## src/rtl/fmc_pkg.sv

```systemverilog
// -----------------------------------------------------------------------------
// fmc_pkg
// Shared types and constants for the FMC multiplexed-bus register bank.
//   fmc_state_e      : bus-cycle FSM state encoding
//   ADDR_ID          : address of the read-only ID register
//   ID_VALUE_DEFAULT : default content of the ID register
//   ERR_W            : width of the saturating bus-error counter
//   err_sat_inc()    : saturating increment for the error counter
// -----------------------------------------------------------------------------
package fmc_pkg;

    typedef enum logic [2:0] {
        ST_IDLE  = 3'd0,
        ST_ADDR  = 3'd1,
        ST_WAIT  = 3'd2,
        ST_READ  = 3'd3,
        ST_WRITE = 3'd4
    } fmc_state_e;

    localparam logic [7:0]  ADDR_ID          = 8'hFF;
    localparam logic [15:0] ID_VALUE_DEFAULT = 16'hF3C1;
    localparam int          ERR_W            = 8;

    // Counter sticks at all-ones so a flood of errors never reads back as "few".
    function automatic logic [ERR_W-1:0] err_sat_inc(input logic [ERR_W-1:0] cnt);
        logic [ERR_W-1:0] nxt;
        if (cnt == {ERR_W{1'b1}}) begin
            nxt = cnt;
        end else begin
            nxt = cnt + {{(ERR_W-1){1'b0}}, 1'b1};
        end
        return nxt;
    endfunction

endpackage

```

## src/rtl/fmc_sync.sv

```systemverilog
// -----------------------------------------------------------------------------
// fmc_sync
// Parametrised-width two-flop synchroniser with asynchronous active-low reset.
//   clk   : destination clock
//   rst_n : asynchronous active-low reset, loads RST_VAL into both stages
//   d     : asynchronous input vector
//   q     : synchronised output vector (two clk of latency)
// -----------------------------------------------------------------------------
module fmc_sync #(
    parameter int               WIDTH   = 1,
    parameter logic [WIDTH-1:0] RST_VAL = '0
) (
    input  logic             clk,
    input  logic             rst_n,
    input  logic [WIDTH-1:0] d,
    output logic [WIDTH-1:0] q
);

    logic [WIDTH-1:0] meta_r;
    logic [WIDTH-1:0] sync_r;

    // Two-stage capture of the asynchronous bus pins.
    always_ff @(posedge clk or negedge rst_n) begin
        if (!rst_n) begin
            meta_r <= RST_VAL;
            sync_r <= RST_VAL;
        end else begin
            meta_r <= d;
            sync_r <= meta_r;
        end
    end

    assign q = sync_r;

endmodule

```

## src/rtl/fmc_mux_regbank.sv

```systemverilog
// -----------------------------------------------------------------------------
// fmc_mux_regbank
// STM32 FMC multiplexed address/data slave: N_RD read channels, N_WR write
// registers with one-cycle strobes, an ID register and a saturating bus-error
// counter. The bus is exposed as separate in / out / output-enable signals.
// Optional build macro FMC_SNAPSHOT_EN: reading channel 0 freezes all read
// channels into shadow registers so multi-channel reads are coherent.
// Ports:
//   sys_clk, sys_rst_n      : clock, asynchronous active-low reset
//   fmc_nadv/ne/nwe/noe     : FMC control strobes (active low, asynchronous)
//   fmc_db_i/o, fmc_db_oe   : bus input, registered drive value and enable
//   rd_data                 : flat read channels, channel k at [k*DATA_W +: DATA_W]
//   wr_data, wr_strobe      : flat write registers and their write pulses
//   bus_err                 : saturating count of illegal accesses
// -----------------------------------------------------------------------------
module fmc_mux_regbank
    import fmc_pkg::*;
#(
    parameter int                DATA_W   = 16,
    parameter int                ADDR_W   = 8,
    parameter int                N_RD     = 16,
    parameter int                N_WR     = 8,
    parameter logic [ADDR_W-1:0] WR_BASE  = 8'h40,
    parameter logic [DATA_W-1:0] ID_VALUE = ID_VALUE_DEFAULT
) (
    input  logic                     sys_clk,
    input  logic                     sys_rst_n,
    input  logic                     fmc_nadv,
    input  logic                     fmc_ne,
    input  logic                     fmc_nwe,
    input  logic                     fmc_noe,
    input  logic [DATA_W-1:0]        fmc_db_i,
    output logic [DATA_W-1:0]        fmc_db_o,
    output logic                     fmc_db_oe,
    input  logic [N_RD*DATA_W-1:0]   rd_data,
    output logic [N_WR*DATA_W-1:0]   wr_data,
    output logic [N_WR-1:0]          wr_strobe,
    output logic [ERR_W-1:0]         bus_err
);

    localparam int SYNC_W = 4 + DATA_W;

    // Data goes through the same synchroniser as the strobes so both stay aligned.
    logic [SYNC_W-1:0] sync_in_s;
    logic [SYNC_W-1:0] sync_out_s;
    assign sync_in_s = {fmc_nadv, fmc_ne, fmc_nwe, fmc_noe, fmc_db_i};

    // Control bits reset to their idle (high) level so release creates no edges.
    fmc_sync #(
        .WIDTH   (SYNC_W),
        .RST_VAL ({4'b1111, {DATA_W{1'b0}}})
    ) u_sync (
        .clk   (sys_clk),
        .rst_n (sys_rst_n),
        .d     (sync_in_s),
        .q     (sync_out_s)
    );

    logic              nadv_s, ne_s, nwe_s, noe_s;
    logic [DATA_W-1:0] db_s;
    assign nadv_s = sync_out_s[SYNC_W-1];
    assign ne_s   = sync_out_s[SYNC_W-2];
    assign nwe_s  = sync_out_s[SYNC_W-3];
    assign noe_s  = sync_out_s[SYNC_W-4];
    assign db_s   = sync_out_s[DATA_W-1:0];

    fmc_state_e          state_r;
    logic [3:0]          ctrl_prev_r;
    logic [ADDR_W-1:0]   addr_r;
    logic                illegal_r;
    logic [DATA_W-1:0]   db_o_r;
    logic                db_oe_r;
    logic [N_WR*DATA_W-1:0] wr_data_r;
    logic [N_WR-1:0]     wr_strobe_r;
    logic [ERR_W-1:0]    bus_err_r;

    // Rising edges compare the synchronised level with a third stage.
    logic nadv_rise_s, ne_rise_s, nwe_rise_s, noe_rise_s;
    assign nadv_rise_s = nadv_s & ~ctrl_prev_r[3];
    assign ne_rise_s   = ne_s   & ~ctrl_prev_r[2];
    assign nwe_rise_s  = nwe_s  & ~ctrl_prev_r[1];
    assign noe_rise_s  = noe_s  & ~ctrl_prev_r[0];

    logic [N_RD*DATA_W-1:0] rd_src_s;

`ifdef FMC_SNAPSHOT_EN
    logic [N_RD*DATA_W-1:0] shadow_r;
    logic                   snap_s;
    // Freeze happens when the address phase of a channel-0 access closes.
    assign snap_s = (state_r == ST_ADDR) && nadv_rise_s && !ne_rise_s
                    && (db_s[ADDR_W-1:0] == {ADDR_W{1'b0}});

    // Shadow copy of every read channel, taken in a single cycle.
    always_ff @(posedge sys_clk or negedge sys_rst_n) begin
        if (!sys_rst_n) begin
            shadow_r <= '0;
        end else if (snap_s) begin
            shadow_r <= rd_data;
        end
    end
    assign rd_src_s = shadow_r;
`else
    assign rd_src_s = rd_data;
`endif

    // Address decode: AND-OR mux over read channels, write registers and ID.
    logic [DATA_W-1:0] rd_value_s;
    logic [N_RD-1:0]   rd_hit_s;
    logic [N_WR-1:0]   wr_sel_s;
    logic              id_hit_s;
    logic              rd_mapped_s;
    always_comb begin
        rd_value_s = '0;
        rd_hit_s   = '0;
        wr_sel_s   = '0;
        id_hit_s   = (addr_r == ADDR_W'(ADDR_ID));
        for (int k = 0; k < N_RD; k++) begin
            rd_hit_s[k] = (addr_r == ADDR_W'(k));
            rd_value_s  = rd_value_s | ({DATA_W{rd_hit_s[k]}} & rd_src_s[k*DATA_W +: DATA_W]);
        end
        for (int k = 0; k < N_WR; k++) begin
            wr_sel_s[k] = (addr_r == (WR_BASE + ADDR_W'(k)));
            rd_value_s  = rd_value_s | ({DATA_W{wr_sel_s[k]}} & wr_data_r[k*DATA_W +: DATA_W]);
        end
        rd_value_s  = rd_value_s | ({DATA_W{id_hit_s}} & ID_VALUE);
        rd_mapped_s = (|rd_hit_s) | (|wr_sel_s) | id_hit_s;
    end

    // Bus-cycle FSM with registered bus drive, write commit and error counting.
    always_ff @(posedge sys_clk or negedge sys_rst_n) begin
        if (!sys_rst_n) begin
            state_r     <= ST_IDLE;
            ctrl_prev_r <= 4'b1111;
            addr_r      <= '0;
            illegal_r   <= 1'b0;
            db_o_r      <= '0;
            db_oe_r     <= 1'b0;
            wr_data_r   <= '0;
            wr_strobe_r <= '0;
            bus_err_r   <= '0;
        end else begin
            ctrl_prev_r <= {nadv_s, ne_s, nwe_s, noe_s};
            wr_strobe_r <= '0;
            if (ne_rise_s) begin
                state_r   <= ST_IDLE;
                db_oe_r   <= 1'b0;
                illegal_r <= 1'b0;
            end else begin
                case (state_r)
                    ST_IDLE: begin
                        if (!ne_s && !nadv_s) begin
                            state_r <= ST_ADDR;
                        end
                    end
                    ST_ADDR: begin
                        if (nadv_rise_s) begin
                            state_r <= ST_WAIT;
                            addr_r  <= db_s[ADDR_W-1:0];
                        end
                    end
                    ST_WAIT: begin
                        if (!nadv_s) begin
                            state_r   <= ST_ADDR;
                            illegal_r <= 1'b0;
                        end else if (!noe_s && nwe_s) begin
                            state_r   <= ST_READ;
                            db_oe_r   <= 1'b1;
                            db_o_r    <= rd_value_s;
                            illegal_r <= 1'b0;
                            if (!rd_mapped_s) begin
                                bus_err_r <= err_sat_inc(bus_err_r);
                            end
                        end else if (!nwe_s && noe_s) begin
                            state_r   <= ST_WRITE;
                            illegal_r <= 1'b0;
                        end else if (!nwe_s && !noe_s) begin
                            // Count the collision once, however long it lasts.
                            illegal_r <= 1'b1;
                            if (!illegal_r) begin
                                bus_err_r <= err_sat_inc(bus_err_r);
                            end
                        end else begin
                            illegal_r <= 1'b0;
                        end
                    end
                    ST_READ: begin
                        if (noe_rise_s) begin
                            state_r <= ST_WAIT;
                            db_oe_r <= 1'b0;
                        end
                    end
                    ST_WRITE: begin
                        if (nwe_rise_s) begin
                            state_r <= ST_WAIT;
                            if (|wr_sel_s) begin
                                for (int k = 0; k < N_WR; k++) begin
                                    if (wr_sel_s[k]) begin
                                        wr_data_r[k*DATA_W +: DATA_W] <= db_s;
                                    end
                                end
                                wr_strobe_r <= wr_sel_s;
                            end else begin
                                bus_err_r <= err_sat_inc(bus_err_r);
                            end
                        end
                    end
                    default: begin
                        state_r <= ST_IDLE;
                        db_oe_r <= 1'b0;
                    end
                endcase
            end
        end
    end

    assign fmc_db_o  = db_o_r;
    assign fmc_db_oe = db_oe_r;
    assign wr_data   = wr_data_r;
    assign wr_strobe = wr_strobe_r;
    assign bus_err   = bus_err_r;

endmodule

```

## config.mk

```make
export PLATFORM = sky130hd
export DESIGN_NAME = fmc_mux_regbank
export DESIGN_NICKNAME = d
export VERILOG_FILES = /design/src/rtl/fmc_pkg.sv /design/src/rtl/fmc_sync.sv /design/src/rtl/fmc_mux_regbank.sv
export SDC_FILE = /design/constraint.sdc
export NUM_CORES = 1
export LEC_CHECK = 0
export ABC_AREA = 1
export CORE_AREA = 4 4 199 201
export CTS_CLUSTER_SIZE = 30
export DETAILED_ROUTE_END_ITERATION = 6
export DIE_AREA = 0 0 203 205
export HOLD_SLACK_MARGIN = 0.15
export SLEW_MARGIN = 20
export SYNTH_ARGS = -nofsm -noshare
export SYNTH_HDL_FRONTEND = slang
export SYNTH_SLANG_ARGS = --single-unit
```

## constraint.sdc

```tcl
create_clock -name sys_clk -period 2.42 [get_ports sys_clk]
set_input_delay 0.484 -clock sys_clk [delete_from_list [all_inputs] [get_ports sys_clk]]
set_output_delay 0.484 -clock sys_clk [all_outputs]
set_load 0.01 [all_outputs]
```

Word level (Yosys, flattened, before mapping):

Cells that the tools add are included.

* output and inout bits: 161
* flip-flop bits (word level): 217

* add/subtract/negate cells: 1
* bitwise operators: 59
* mux-type cells: 34
* reduce and logical (&&, ||, !) cells: 28
* equality and inequality tests: 44

Operators by type and width (count)
* $and 16x16->16: 24
* $or 16x16->16: 24
* $mux 8: 13
* $eq 8x4->1 const B: 8
* $eq 8x7->1 const B: 8
* $reduce_and 5->1: 9
* $eq 8x3->1 const B: 4
* $ne 3x3->1 const B: 9
* $mux 3: 8
* $eq 8x2->1 const B: 2
* $eq 8x8->1 const B: 2
* $pmux 8 s2: 1
* $reduce_or 16->1: 1
* $pmux 3 s5: 1
* $mux 1: 10
* $reduce_and 9->1: 1
* $add 8x1->8 const B: 1
* $eq 8x1->1 const B: 1
* $logic_not 8->1: 1
* $reduce_and 4->1: 2
* $reduce_or 8->1: 1
* $eq 3x2->1 const B: 2
* $ne 5x5->1 const B: 1
* $not 1->1: 5
* 14 further kinds: 27

Depth between registers and ports, before layout:

Gate-level depths: netlist of the first run.

* depth after elaboration: 26
* depth in mapped cells: 13

Modules after synthesis:

A second synthesis of the first run with hierarchy kept.

* cells, all modules: 1603
* area total of the unflattened synthesis: 11737.5 um2

Modules (own cells, without submodules)
* fmc_mux_regbank: cells each 1563, area an instance 10726.5 um2, times used 1
* fmc_sync: cells each 40, area an instance 1011.0 um2, times used 1

Worst setup path after synthesis of the first run:

No wires, ideal clock.

* path kind: reg2reg
* from: reg u_sync.sync_r[17], in the netlist u_sync.q[17]
* to: reg wr_data_r[78], in the netlist wr_data[78]
* arrival: 1626 ps
* setup slack: 662 ps
* cell stages (with the launch flop): 10
* required time: 2288 ps
* buffers on the path: 1
* period minus slack after synthesis: 1758 ps
* cell sequence: dfstp_2 > inv_1 > or2_2 > nor2_1 > nand2_2 > nor2_1 > inv_1 > clkbuf_1 > nand2_1 > o21ai_0

* cells in the longest elaborated chain, start to end: 2

Ends and longest elaborated chain
* start: declaration: RTL line fmc_sync.sv:20 `logic [WIDTH-1:0] sync_r;`
* start signal: assignment: RTL line fmc_sync.sv:29 `sync_r <= meta_r;`
* $and 1x1->1: RTL line fmc_mux_regbank.sv:81 `assign nwe_rise_s = nwe_s & ~ctrl_prev_r[1];`
* $reduce_and 5->1 (no source line)
* end signal: indexed assignment: RTL line fmc_mux_regbank.sv:198 `wr_data_r[k*DATA_W +: DATA_W] <= db_s;`
* end: declaration: RTL line fmc_mux_regbank.sv:73 `logic [N_WR*DATA_W-1:0] wr_data_r;`

Every way passes these cells.
A chain may end at the register's enable or synchronous reset.

Worst setup path in the final report of the first run:

* from: reg addr_r[0]
* to: reg db_o_r[7], in the netlist fmc_db_o[7]

* cells in the longest elaborated chain, start to end: 26

Ends and longest elaborated chain
* start: declaration: RTL line fmc_mux_regbank.sv:69 `logic [ADDR_W-1:0] addr_r;`
* start signal: assignment: RTL line fmc_mux_regbank.sv:158 `addr_r <= db_s[ADDR_W-1:0];`
* $eq 8x1->1 / $logic_not 8->1 (equally long branches): RTL line fmc_mux_regbank.sv:118 `rd_hit_s[k] = (addr_r == ADDR_W'(k));`
* $and 16x16->16: RTL line fmc_mux_regbank.sv:119 `rd_value_s = rd_value_s | ({DATA_W{rd_hit_s[k]}} & rd_src_s[k*DATA_W +: DATA_W]);`
* $or 16x16->16 (15 in a row): RTL line fmc_mux_regbank.sv:119
* $or 16x16->16 (8 in a row): RTL line fmc_mux_regbank.sv:123 `rd_value_s = rd_value_s | ({DATA_W{wr_sel_s[k]}} & wr_data_r[k*DATA_W +: DATA_W]);`
* $or 16x16->16 *: RTL line fmc_mux_regbank.sv:125 `rd_value_s = rd_value_s | ({DATA_W{id_hit_s}} & ID_VALUE);`
* end signal: assignment: RTL line fmc_mux_regbank.sv:168 `db_o_r <= rd_value_s;`
* end: declaration: RTL line fmc_mux_regbank.sv:71 `logic [DATA_W-1:0] db_o_r;`

Mark *: on every way between the ends. The rest lies on a longest branch, timed or not.

==> out/results.ini, run 1 <==
[global_route]
track_usage_pct = 27.6
grt_pass1_vias = 12600
grt_pass1_wl_um = 85100
antenna_found_initial = 7
grt_overflow_total = 0
grt_max_degree = 72

[timing]
setup_viol = 0
rsz0062_at_grt = false
final.setup.worst_slack_ps = 166
final.setup_skew_ps = 18.9
slew_violations = 0
slew_headroom_pct = 58.6
finalCriticalPeriod_ps = 2250
final-hold-violation-count = 0
setup_tns_ps = 0
tightest_slew_ps = 620
fin_crit_sh_pct = 93.1
fmax_mhz = 444

[floorplanning]
fp.dieArea_um2 = 41600
io_pins = 439
dieWidth_um = 203
start_util_pct = 29.9
core_um2 = 37600
num_rows = 71
die_y_um = 205

[place]
finalWeightedCongestion = 0.962
dp_hpwl_um = 46500
io_buffers = 438
dp_cells = 2453
place_worst_setup_slack_ps = -99.8

[critical_path]
r2r_start = addr_r[0]
worstPathCellList = inv_2 > nand2_2 > nor2_2 > buf_4 > nand3_1 > nand2_1 > nor2_1 > nand2_1 > nor2_1 > a21oi_1
crit_start = addr_r[0]
path_depth = 10
critPathTopFamily = simple AND/OR/NAND/NOR gates
cp.required_ps = 2890
crit_fanout = 11
critPathCaptureType = flop
crit_arrival_ps = 2720
reg2reg_depth = 10
startpoint_type = flop
slowest_stage = dfrtp_1
crit_type = flop to flop
critPathBufInv = 2
cpPeakStageDelay_ps = 480

[yosys]
yosysWarnings = 0
synth.cells.most_frequent = 544 x nand2_1, 205 x dfrtp_1, 200 x nand3_1
synth.area.top_cells = dfrtp_1 46%, nand2_1 18%, nand3_1 8.9%
ys.flop_type = dfrtp_1
ys_seq_elements = 217
yosysSeqAreaShare_pct = 48.5
yosysTopAreaCellShare_pct = 45.7
synth_cell_types = 34
synth-edff-count = 0
yosysTopAreaCell = dfrtp_1
syn_nets = 1806
yosysMostFrequentCell = nand2_1
synth_area_um2 = 11200
syn-mean-instance-area_um2 = 7.37
async_flop_share_pct = 100
netlist_instances = 1523

[routing]
via_per_inst = 5.06
drt-initial-drc-count = 1292
routed_wl_um = 59800
ant_nets = 0
drc = 0
dr_total_vias = 12700
wire_per_inst_um = 23.9
drt_first_pass_iters = 6

[cts]
cts_tree = done
clockBufferDepth = 3
path_clk_slew_ps = 60
clock_sinks = 217
cts_buffers = 25
post_cts.repair.setup_buffers = 0
clkLatencyLatePin_ps = 540
cts_root_buf = clkbuf_16
cts_max_level = 1

[power]
seq_power_share_pct = 33.9
powerDensity_nw_per_um2 = 712
power.leakage_uw = 0.00793
power.share.switching_pct = 35.1
clockPowerShare_pct = 34.2
pwr-share-comb_pct = 31.9
vdd.ir_drop.worst_v = 0.000439
p_switching_uw = 4360
internal_power_uw = 8050

[worst_hold_path]
min_from = fmc_ne
hp-class = input port to flop
worstHoldPathCells = 1

[final_layout]
synthToLayoutAreaGrowth_pct = 55.3
multiInputGateArea_um2 = 5150
layout.cells.non_filler = 2502
layout.nets = 2253
fin_util_pct = 46.4
fill_cells = 3772
drive_above_1_share_pct = 8.20
seqCellArea_um2 = 5450

[job]
maxCapViolations = 0

[status]
outcome = complete, no violations

-- repair_timing --
item | CTS | global route
hold endpoints to repair | 65 | 0
hold buffers | 1 | 0
resized for setup | 2 | 3
endpoints found under the setup margin | 1 | 14
-- cells in the final DEF, fill, tap and decap left out, drive strengths merged --
| cell type | instances |
|---|---|
| a211oi | 1 |
| a21oi | 38 |
| a31oi | 1 |
| and3 | 3 |
| buf | 55 |
| bufinv | 6 |
| clkbuf | 32 |
| clkdlybuf4s50 | 437 |
| clkinv | 5 |
| clkinvlp | 3 |
| dfrtp | 205 |
| dfstp | 12 |
| diode | 3 |
| dlygate4sd3 | 1 |
| ha | 5 |
| inv | 81 |
| nand2 | 555 |
| nand3 | 200 |
| nand3b | 7 |
| nand4 | 24 |
| nor2 | 157 |
| nor3 | 3 |
| nor3b | 1 |
| o211ai | 3 |
| o21a | 2 |
| o21ai | 143 |
| or2 | 2 |
| xnor2 | 2 |
| xor2 | 4 |
-- worst reg2reg max path, cell delays in order, from the launching register on --
cell,delay [ps]
dfrtp_1,480
inv_2,140
nand2_2,110
nor2_2,380
buf_4,370
nand3_1,120
nand2_1,140
nor2_1,60
nand2_1,140
nor2_1,110
a21oi_1,150
-- kinds of logic (layout without fill, tap and decap cells) --
kind of cell	count (synthesis)	count (layout)	synth area share [%]
compound gates	188	188	8.63
xor+xnor	6	6	0.468
fa+ha+maj	5	5	0.558
buf+inv	155	620	5.76
flops	217	217	48.5
other cells	0	3	0
simple gates	952	952	36.0
-- path summary, 6_finish.rpt --
kind	endpoint	slack, ps
max reg2reg	fmc_db_o[7]	170
min in group asynchronous	u_sync.meta_r[1]	500
min reg2reg	u_sync.q[7]	350
max	fmc_db_o[7]	170
max in group asynchronous	ctrl_prev_r[3]	1130
min	u_sync.meta_r[18]	350
-- routing by layer --
metal / wire length (um) / vias up / GRT usage (%)
met3: 5280 / 104 / 6.46
met2: 27000 / 677 / 44.4
li1: - / 5820 / -
met1: 25800 / 6053 / 37.4
met4: 1740 / 8 / 7.76
met5: 46 / - / 0
-- sequential cells by signal, summed over array words and instances (netlist names) --
name,flops
wr_data,128
u_sync.meta_r,20
u_sync.q,20
fmc_db_o,16
addr_r,8
bus_err,8
wr_strobe,8
ctrl_prev_r,4
state_r,3
fmc_db_oe,1
illegal_r,1
-- area by class of cell --
class / count / share of cell area [%]
repair buffers: 493 / 28.4
flip-flops and latches: 217 / 31.3
multi-input cells: 1151 / 29.6
inverters: 82 / 1.77
clock inverters: 13 / 1.30
diodes: 3 / 0.0431
well taps: 511 / 3.67
clock buffers: 32 / 3.97
-- metrics by stage --
stage | power (uW) | hold slack, ps | area, um^2
final | 12400 | 348 | 17400
after global placement | 8160 | 332 | 16500
after global routing | 12900 | 340 | 17400
after detailed placement | 8170 | 336 | 16500
after CTS | 12400 | 335 | 17400
after floorplan | 6060 | 188 | 11200
-- power groups by stage --
stage | Clock, uW | Sequential [uW] | Combinational (uW)
2_1_floorplan | 0 | 4280 | 1780
3_3_place_gp | 0 | 4250 | 3910
3_5_place_dp | 0 | 4260 | 3910
4_1_cts | 4320 | 4200 | 3930
5_1_grt | 4480 | 4240 | 4230
6_report | 4250 | 4200 | 3960
No activity file was read; power rests on OpenSTA's default activity.
==> run 2, diff against run 1 <==
--- a/config.mk
+++ b/config.mk
@@ -6,11 +6,13 @@
 export NUM_CORES = 1
 export LEC_CHECK = 0
 export ABC_AREA = 1
-export CORE_AREA = 4 4 199 201
+export CORE_AREA = 10 10 205 207
 export CTS_CLUSTER_SIZE = 30
 export DETAILED_ROUTE_END_ITERATION = 6
-export DIE_AREA = 0 0 203 205
+export DIE_AREA = 0 0 215 217
 export HOLD_SLACK_MARGIN = 0.15
+export REMOVE_ABC_BUFFERS = 1
+export SETUP_SLACK_MARGIN = 0.5
 export SLEW_MARGIN = 20
 export SYNTH_ARGS = -nofsm -noshare
 export SYNTH_HDL_FRONTEND = slang
==> run 2 against run 1 <==
  * First-iteration DRC count is 1.5% higher
  * Register-to-register slack improved by 190 ps
  * Global-route usage shrank 0.90 points
  * Non-clock buffer count grew 133
  * Cell count increased by 6.0%
  * Sequential share of layout area shrank 3.4 points
  * Via count rose by 8.8%
  * Cell area rose by 12%
  * Sequential power grew 1%
  * Largest cell class is now buffers
==> out/results.ini, run 2 (synthesis gave the netlist of run 1 again) <==
[status]
outcome = complete, no violations

[floorplanning]
die_y_um = 217  ; +5.9%
start_util_pct = 29.4  ; -0.41 points
core_um2 = 38100  ; +1.4%
dieWidth_um = 215  ; +5.9%
num_rows = 72  ; +1.4%
io_pins = 439  ; unchanged
fp.dieArea_um2 = 46700  ; +12%

[place]
place_worst_setup_slack_ps = 74.9  ; +175 ps
dp_hpwl_um = 48100  ; +3.6%
io_buffers = 438  ; unchanged
placed_area_um2 = 16700  ; +1.3%
finalWeightedCongestion = 0.962  ; about the same

[critical_path]
cpPeakStageDelay_ps = 450  ; -30 ps
critPathCaptureType = flop
cp.required_ps = 2850  ; -40 ps
startpoint_type = flop
worstPathCellList = inv_2 > nand2_2 > nor2_4 > buf_8 > nand2_4 > nor2_1 > inv_1 > buf_4 > nand2_1 > o21ai_0
crit_type = flop to flop
crit_fanout = 20  ; +9
critPathTopFamily = simple AND/OR/NAND/NOR gates
critPathBufInv = 4  ; +2
crit_arrival_ps = 2490  ; -230 ps
slowest_stage = dfrtp_2

[final_layout]
multiInputGateArea_um2 = 5760  ; +12%
synthToLayoutAreaGrowth_pct = 74.4
fill_cells = 3559  ; -5.6%
largest_register_ffs = 128  ; unchanged
fin_area_um2 = 19600  ; +12%
layout_commonest_cell = nand2_1
final_cell_mix = 482 x nand2_1, 276 x clkdlybuf4s50_1, 200 x dfrtp_1
layout.nets = 2393  ; +6.2%
seqCellArea_um2 = 5450  ; +0.11%
drive_above_1_share_pct = 20.3  ; +12 points

[power]
internal_power_uw = 8570  ; +6.4%
power.share.switching_pct = 38.3  ; +3.2 points
p_switching_uw = 5320  ; +22%
powerDensity_nw_per_um2 = 710  ; -0.32%
seq_power_share_pct = 30.5  ; -3.4 points
pwr-share-comb_pct = 37.9  ; +6.0 points
vdd.ir_drop.worst_v = 0.000602  ; +37%
power.leakage_uw = 0.00973  ; +23%
clockPowerShare_pct = 31.6  ; -2.6 points

[routing]
wire_per_inst_um = 26.0  ; +8.7%
drt-initial-drc-count = 1311  ; +1.5%
drc = 0  ; unchanged
via_per_inst = 5.19  ; +2.6%
dr_total_vias = 13800  ; +8.8%
drt_first_pass_iters = 5  ; -1
routed_wl_um = 69000  ; +15%
ant_nets = 0  ; unchanged

[cts]
clkLatencyLatePin_ps = 570  ; +30 ps
clockBufferDepth = 3  ; unchanged
cts_max_level = 1  ; unchanged
cts_tree = done
cts_buffers = 27  ; +8.0%
clock_sinks = 217  ; unchanged
path_clk_slew_ps = 70  ; about the same
cts_root_buf = clkbuf_16

[global_route]
track_usage_pct = 26.7  ; -0.90 points
grt_overflow_total = 0  ; unchanged
grt_pass1_wl_um = 93100  ; +9.4%
grt_pass1_vias = 13500  ; +7.2%
antenna_found_initial = 7  ; unchanged
grt_max_degree = 75  ; +4.2%

[timing]
finalCriticalPeriod_ps = 2060  ; -194 ps
fmax_mhz = 486  ; +9.4%
final.setup_skew_ps = 25.1  ; +6.16 ps
setup_viol = 0  ; unchanged
tightest_slew_ps = 663  ; +43.7 ps
final-hold-violation-count = 0  ; unchanged
slew_headroom_pct = 55.8  ; -2.8 points
final.setup.worst_slack_ps = 361  ; +194 ps
slew_violations = 0  ; unchanged
rsz0062_at_grt = true
fin_crit_sh_pct = 85.1  ; -8.0 points

[job]
maxCapViolations = 0  ; unchanged

[worst_hold_path]
hp-class = input port to flop

run 2: changes by cell type in the layout (fill, tap and decap cells not counted), sizes merged:
cell           before  now
buf                55  181
bufbuf              0    1
bufinv              6    4
clkbuf             32   40
clkdlybuf4s50     437  276
clkinv              5   14
clkinvlp            3    9
diode               3    4
dlygate4sd2         0  161
inv                81   76
run 2: repair_timing:
item	CTS	global route
setup buffers	51	44
resized for setup	247	224
gates cloned	2	11
hold buffers	1	0
hold endpoints to repair	56	0
setup endpoints to repair	307	138
pin swaps	18	47
run 2: worst paths after layout:
check / start / to / slack, ps / cells past startpoint
max: addr_r[7] / wr_data[17] / 360 / 10
min: fmc_noe / u_sync.meta_r[16] / 330 / 1
max reg2reg: addr_r[7] / wr_data[17] / 360 / 10
min reg2reg: u_sync.meta_r[1] / u_sync.q[1] / 350 / 0
max in group asynchronous: sys_rst_n / ctrl_prev_r[3] / 1130 / 3
min in group asynchronous: sys_rst_n / wr_data[0] / 510 / 2
run 2: routing by layer:
metal / up-vias / share of wire [%] / global-route usage [%]
li1: 6130 / - / -
met3: 164 / 10 / 7.38
met4: 2 / 3.8 / 10.4
met2: 851 / 47 / 43.3
met5: - / 0.019 / 0
met1: 6627 / 39 / 33.3
run 2: area by class of cell:
cell class,count,share of cell area [%]
timing repair buffer,626,31.9
multi-input combinational,1151,29.4
sequential,217,27.9
clock buffer,34,3.79
tap,518,3.31
inverter,82,2.03
clock inverter,16,1.10
timing repair inverter,5,0.461
antenna,4,0.0512
run 2: per-stage QoR:
step           hold WS [ps]  power, uW  util [%]  cells  TNS [ps]
2_1_floorplan           188       5880         -   1450   -169240
3_3_place_gp            334       8280      43.8   2490         0
3_5_place_dp            335       8340      43.8   2490         0
4_1_cts                 321      13100      47.9   2594         0
5_1_grt                 330      14300      51.3   2652         0
6_report                335      13900      51.3   2653         0
run 2: worst register-to-register path, stage by stage, from the launching register on:
cell and delay, ps:
dfrtp_2 450, inv_2 80, nand2_2 60, nor2_4 220, buf_8 200, nand2_4 130
nor2_1 230, inv_1 140, buf_4 240, nand2_1 90, o21ai_0 90
run 2: power groups by stage:
stage          Clock, uW  Sequential (uW)  Combinational (uW)
3_5_place_dp           0             4260                4080
4_1_cts             4420             4190                4510
6_report            4380             4240                5270
5_1_grt             4570             4270                5470
2_1_floorplan          0             4280                1600
3_3_place_gp           0             4240                4040
==> edit 1: new RTL, flow settings as in run 2 <==
`N_WR`: 8 -> 16.
--- a/src/rtl/fmc_mux_regbank.sv
+++ b/src/rtl/fmc_mux_regbank.sv
@@ -21,3 +21,3 @@
     parameter int                N_RD     = 16,
-    parameter int                N_WR     = 8,
+    parameter int                N_WR     = 16,
     parameter logic [ADDR_W-1:0] WR_BASE  = 8'h40,
Ports: changed (resized wr_data and wr_strobe); port bits go from 439 to 575. No check against the original RTL was run, so the function may have changed too.
==> edit 1 against run 2 <==
Worst setup slack better by 0.059 ns. Via count up 49%. Highest routed layer unchanged. Sequential cell count is 136 higher. Total power rose by 43%. Critical path depth rose by 3. Wire length increased by 43%. Synthesized area up 54%. Cell area grew 36%. Sequential power grew 55%.
==> edit 1: results (changes against run 2) <==
- Outcome: completed (unchanged)
- GRT Resource Usage Total: 0.378 (was 0.267)
- Routed met1 length: 35900 µm (was 27200 µm)
- Metal3 WL: 12000 µm (was 6960 µm)
- Fill cells: 3250 (was 3559)
- Met2 GRT Util: 0.593 (was 0.433)
- Worst R2R Setup Slack: 0.42 ns (was 0.36 ns)
- Hold slack: 0.347 ns (was 0.335 ns)
- Placed inst area: 0.0243 mm² (was 0.0167 mm²)
- Grt met1 use: 0.478 (was 0.333)
- Post-DR vias/cell: 5.91 (was 5.19)
- DRT iter0 DRCs: 2731 (was 1311)
- HPWL after detailed placement: 66800 µm (was 48100 µm)
- Hold Path Class: reg -> reg (was in -> reg)
- Hold-critical path depth: 0 (was 1)
- Max IR drop VDD: 0.000513 V (was 0.000602 V)
- Critical-path top delay cell: dfrtp_1 (was dfrtp_2)
- Hold EP: u_sync.q[2]$_DFF_PN0_ (was u_sync.meta_r[16]$_DFF_PN1_)
- Adder-cell share of the synthesized area: 0.000725 (was 0.00558)
- Number of buffers created by CTS: 41 (was 27)
- # placed instances: 3349 (was 2490)
- Layout cells sized above 1: 0.135 (was 0.203)
- Layout Nets: 3202 (was 2393)
- Post-Syn Area per Cell: 7.58 µm² (was 7.37 µm²)
- GR Util met3: 0.0902 (was 0.0738)
- Worst Tran Pin Value: 0.674 ns (was 0.663 ns)
- Yosys cell types: 27 (was 34)
- Setup Skew: 0.0119 ns (was 0.0251 ns)
- Place WS: 0.303 ns (was 0.0749 ns)
- Peak fanout along the critical path: 24 (was 20)
- Mux contribution to synthesized area: 0 (unchanged)
- Setup bufs post-CTS: 5 (was 51)
- CP endpoint: fmc_db_o[2]$_DFFE_PN0P_ (was wr_data[17]$_DFFE_PN0P_)
- First-pass GRT wire length: 131000 µm (was 93100 µm)
- CTS resizes: 344 (was 247)
- Number of global-route vias before repair: 19.1k (was 13.5k)
- Initial antenna violation count: 5 (was 7)
- H-tree lvl count: 2 (was 1)
- Synth area leaders: dfrtp_1, nand2_1, nand3_1, o21ai_0, nor2_1 (was dfrtp_1, nand2_1, nand3_1, nor2_1, o21ai_0)
- Detailed Routing Iterations Pass 1: 6 (was 5)
- Max reg flops: 256 (was 128)
- Largest net degree at the start of global routing: 99 (was 75)
- P_leak: 13.8 nW (was 9.73 nW)
- GPL Wtd Cong: 0.955 (was 0.962)
- Reg2Reg Depth: 13 (was 10)
- Most common library cells after synthesis: nand2_1, nand3_1, dfrtp_1 (was nand2_1, dfrtp_1, nand3_1)
- Slowest stage delay, CP: 0.45 ns (about the same)
- Synth Area in Compound Gates: 0.0845 (was 0.0863)
- Wire per inst: 28.3 µm (was 26.0 µm)
- Min Clock Period, post-route: 2.00 ns (was 2.06 ns)
- Met2 wire length: 44100 µm (was 32200 µm)
- Port Buffers: 574 (was 438)
- HP Start: u_sync.meta_r[2]$_DFF_PN0_ (was fmc_noe)
- Non-filler instance count after layout: 3474 (was 2653)
- Post-synthesis xor/xnor area fraction: 0.00254 (was 0.00468)
- Sequential element share of the synthesized area: 0.513 (was 0.485)
## edit 1: cell types whose count changed in the layout (fill, tap and decap cells not counted), moves of 25 or more
| cell | change |
|---|---|
| nand2_2 | -25 |
| nand2_1 | +228 |
| a21oi_1 | -31 |
| dfrtp_1 | +129 |
| nand3_1 | +179 |
| o21ai_0 | +208 |
| dlygate4sd2_1 | +133 |
| o21ai_1 | -50 |
| nor2_1 | +53 |
## edit 1: area by class of cell
class                      count  area, µm²  area share
inverter                      91        369      0.0139
clock buffer                  61       1210      0.0455
sequential                   353       8860       0.333
multi-input combinational   1693       7960       0.299
timing repair inverter         1       8.76    0.000329
clock inverter                12        146     0.00549
antenna                        3       7.51    0.000282
timing repair buffer         742       7420       0.279
tap                          518        648      0.0243
## edit 1: where the power goes
group          switching [mW]  internal, mW
logic                    4.54          2.38
registers               0.343          6.23
clock network            2.56          3.78
total                    7.45          12.4
==> edit 2: new RTL, flow settings as in run 2 <==
Made on the original files. The 5 states of `fmc_state_e` get a one-hot encoding in 5 bits.
--- a/src/rtl/fmc_pkg.sv
+++ b/src/rtl/fmc_pkg.sv
@@ -11,8 +11,8 @@
 
-    typedef enum logic [2:0] {
-        ST_IDLE  = 3'd0,
-        ST_ADDR  = 3'd1,
-        ST_WAIT  = 3'd2,
-        ST_READ  = 3'd3,
-        ST_WRITE = 3'd4
+    typedef enum logic [4:0] {
+        ST_IDLE  = 5'b00001,
+        ST_ADDR  = 5'b00010,
+        ST_WAIT  = 5'b00100,
+        ST_READ  = 5'b01000,
+        ST_WRITE = 5'b10000
     } fmc_state_e;
Function: no difference found for any inputs over 4 cycles, from zero or initial values and one cycle with sys_rst_n low; so few cycles prove little.
==> edit 2 against run 2 <==
Cell area decreased by 3.0%. Worst hold slack improved by 0.012 ns. Sequential cell count increased by 2. Synthesized area increased by 4.8%. Total power increased by 14%. Combinational power increased by 42%. Sequential share of layout area increased by 1.2 points. Worst setup slack improved by 0.15 ns. First-iteration DRC count increased by 18%. Die area unchanged. Synthesized cell count increased by 4.5%. Clock skew decreased by 0.011 ns. Wire length decreased by 2.2%. Utilization decreased by 1.5 points. Largest power group unchanged.
==> edit 2: results (changes against run 2) <==
- Slew Limit Headroom: 0.577 (was 0.558)
- Max reg flops: 128 (unchanged)
- Fill cells: 3780 (was 3559)
- GPL Wtd Cong: 0.924 (was 0.962)
- Clk_lat worst skew: 0.54 ns (was 0.57 ns)
- Synth area leaders: dfrtp_1, nand2_1, nand3_1, nor2_1, o21ai_0 (unchanged)
- Internal: 9.21 mW (was 8.57 mW)
- Max IR drop VDD: 0.000683 V (was 0.000602 V)
- Number of synthesized flops with an enable pin: 0 (unchanged)
- Outcome: completed (unchanged)
- Root Driver: clkbuf_16 (unchanged)
- Yosys cell types: 34 (unchanged)
- Initial antenna violation count: 1 (was 7)
- # setup viols final: 0 (unchanged)
- Number of synthesis warnings: 0 (unchanged)
- Peak fanout along the critical path: 5 (was 20)
- DRT iter0 DRCs: 1546 (was 1311)
- Most common library cells after synthesis: nand2_1, nand3_1, dfrtp_1 (was nand2_1, dfrtp_1, nand3_1)
- Detailed Routing Iterations Pass 1: 5 (unchanged)
- Sequential element share of the synthesized area: 0.468 (was 0.485)
- Hold Path Class: reg -> reg (was in -> reg)
- Number of buffers created by CTS: 26 (was 27)
- Layout Nets: 2398 (was 2393)
- Wire per inst: 25.4 µm (was 26.0 µm)
- H-tree lvl count: 1 (unchanged)
- Layout cells sized above 1: 0.146 (was 0.203)
- Drt drc: 0 (unchanged)
- Register clock-pin slew on the reported worst setup and hold paths: 0.07 ns (about the same)
- Gate Count Post-Synth: 1592 (was 1523)
- Detailed Route WL: 67500 µm (was 69000 µm)
- Place WS: 0.0848 ns (was 0.0749 ns)
- Port Buffers: 438 (unchanged)
- Vias: 14.1k (was 13.8k)
- # placed instances: 2540 (was 2490)
- First-pass GRT wire length: 94900 µm (was 93100 µm)
- Number of global-route vias before repair: 13.7k (was 13.5k)
- Largest net degree at the start of global routing: 58 (was 75)
- Post-layout util: 0.498 (was 0.513)
- GRT Resource Usage Total: 0.271 (was 0.267)
- Worst Path Arrival: 2.33 ns (was 2.49 ns)
- HPWL after detailed placement: 48500 µm (was 48100 µm)
- Setup Skew: 0.0136 ns (was 0.0251 ns)
- Placed inst area: 0.0171 mm² (was 0.0167 mm²)
- P_leak: 9.70 nW (was 9.73 nW)
-- edit 2: cell families after synthesis --
logic type | count (synthesis) | share of synthesized area
and+or+nand+nor | 1016 | 0.382
DFF | 219 | 0.468
adders and majority gates | 5 | 0.00532
AOI/OAI and AO/OA | 169 | 0.0747
buffers and inverters | 177 | 0.0654
xor gates and xnor gates | 6 | 0.00447
-- edit 2: path summary, 6_finish.rpt --
kind,from,to,slack (ns),cells past startpoint
setup / recovery,addr_r[3]$_DFFE_PN0P_,fmc_db_o[5]$_DFFE_PN0P_,0.51,11
hold / removal,u_sync.meta_r[6]$_DFF_PN0_,u_sync.q[6]$_DFF_PN0_,0.35,0
setup reg to reg,addr_r[3]$_DFFE_PN0P_,fmc_db_o[5]$_DFFE_PN0P_,0.51,11
hold reg to reg,u_sync.meta_r[6]$_DFF_PN0_,u_sync.q[6]$_DFF_PN0_,0.35,0
max in group asynchronous,sys_rst_n,state_r[0]$_DFFE_PN1P_,1.21,3
min in group asynchronous,sys_rst_n,u_sync.meta_r[12]$_DFF_PN0_,0.49,2
-- edit 2: stage by stage --
step | power, mW | hold WS [ns]
CTS | 14.8 | 0.343
floorplan | 6.37 | 0.188
global route | 16.3 | 0.338
finish | 15.8 | 0.347
detailed placement | 9.81 | 0.335
global placement | 9.79 | 0.332
-- edit 2: final cells by class --
type,count,area share
diodes,1,0.000132
clock buffers,38,0.0409
clock inverters,10,0.00705
inverters,91,0.0198
multi-input cells,1197,0.305
flip-flops and latches,219,0.290
well taps,518,0.0341
repair buffers,580,0.302
-- edit 2: worst max-delay path: stages, from the launching register on --
cell	delay (ns)
dfrtp_2	0.49
inv_4	0.09
nand2_8	0.11
nor2_4	0.07
buf_12	0.13
nand2_4	0.11
clkinvlp_4	0.18
buf_4	0.19
nand2_1	0.06
nand3_1	0.16
nor2_1	0.14
a21boi_1	0.06
-- edit 2: per-layer routing --
metal	wire (µm)	global-route usage
met3	6240	0.0574
met2	31600	0.445
met4	2530	0.0882
met1	27200	0.351
met5	0	0
-- edit 2: power by group through the flow --
stage	clock network (mW)	registers, mW	logic, mW
after detailed placement	0	4.10	5.71
after CTS	4.22	4.06	6.51
final	4.18	4.12	7.47
after global placement	0	4.10	5.70
after global routing	4.38	4.14	7.73
after floorplan	0	4.09	2.28
-- edit 2: repair_timing --
action                                 in CTS  in global routing
pin swaps                                  15                 25
hold buffers                                1                  0
gates cloned                                3                  4
resized for setup                         202                 96
setup endpoints to repair                 297                152
setup buffers                              29                 28
endpoints found under the hold margin      45                  0
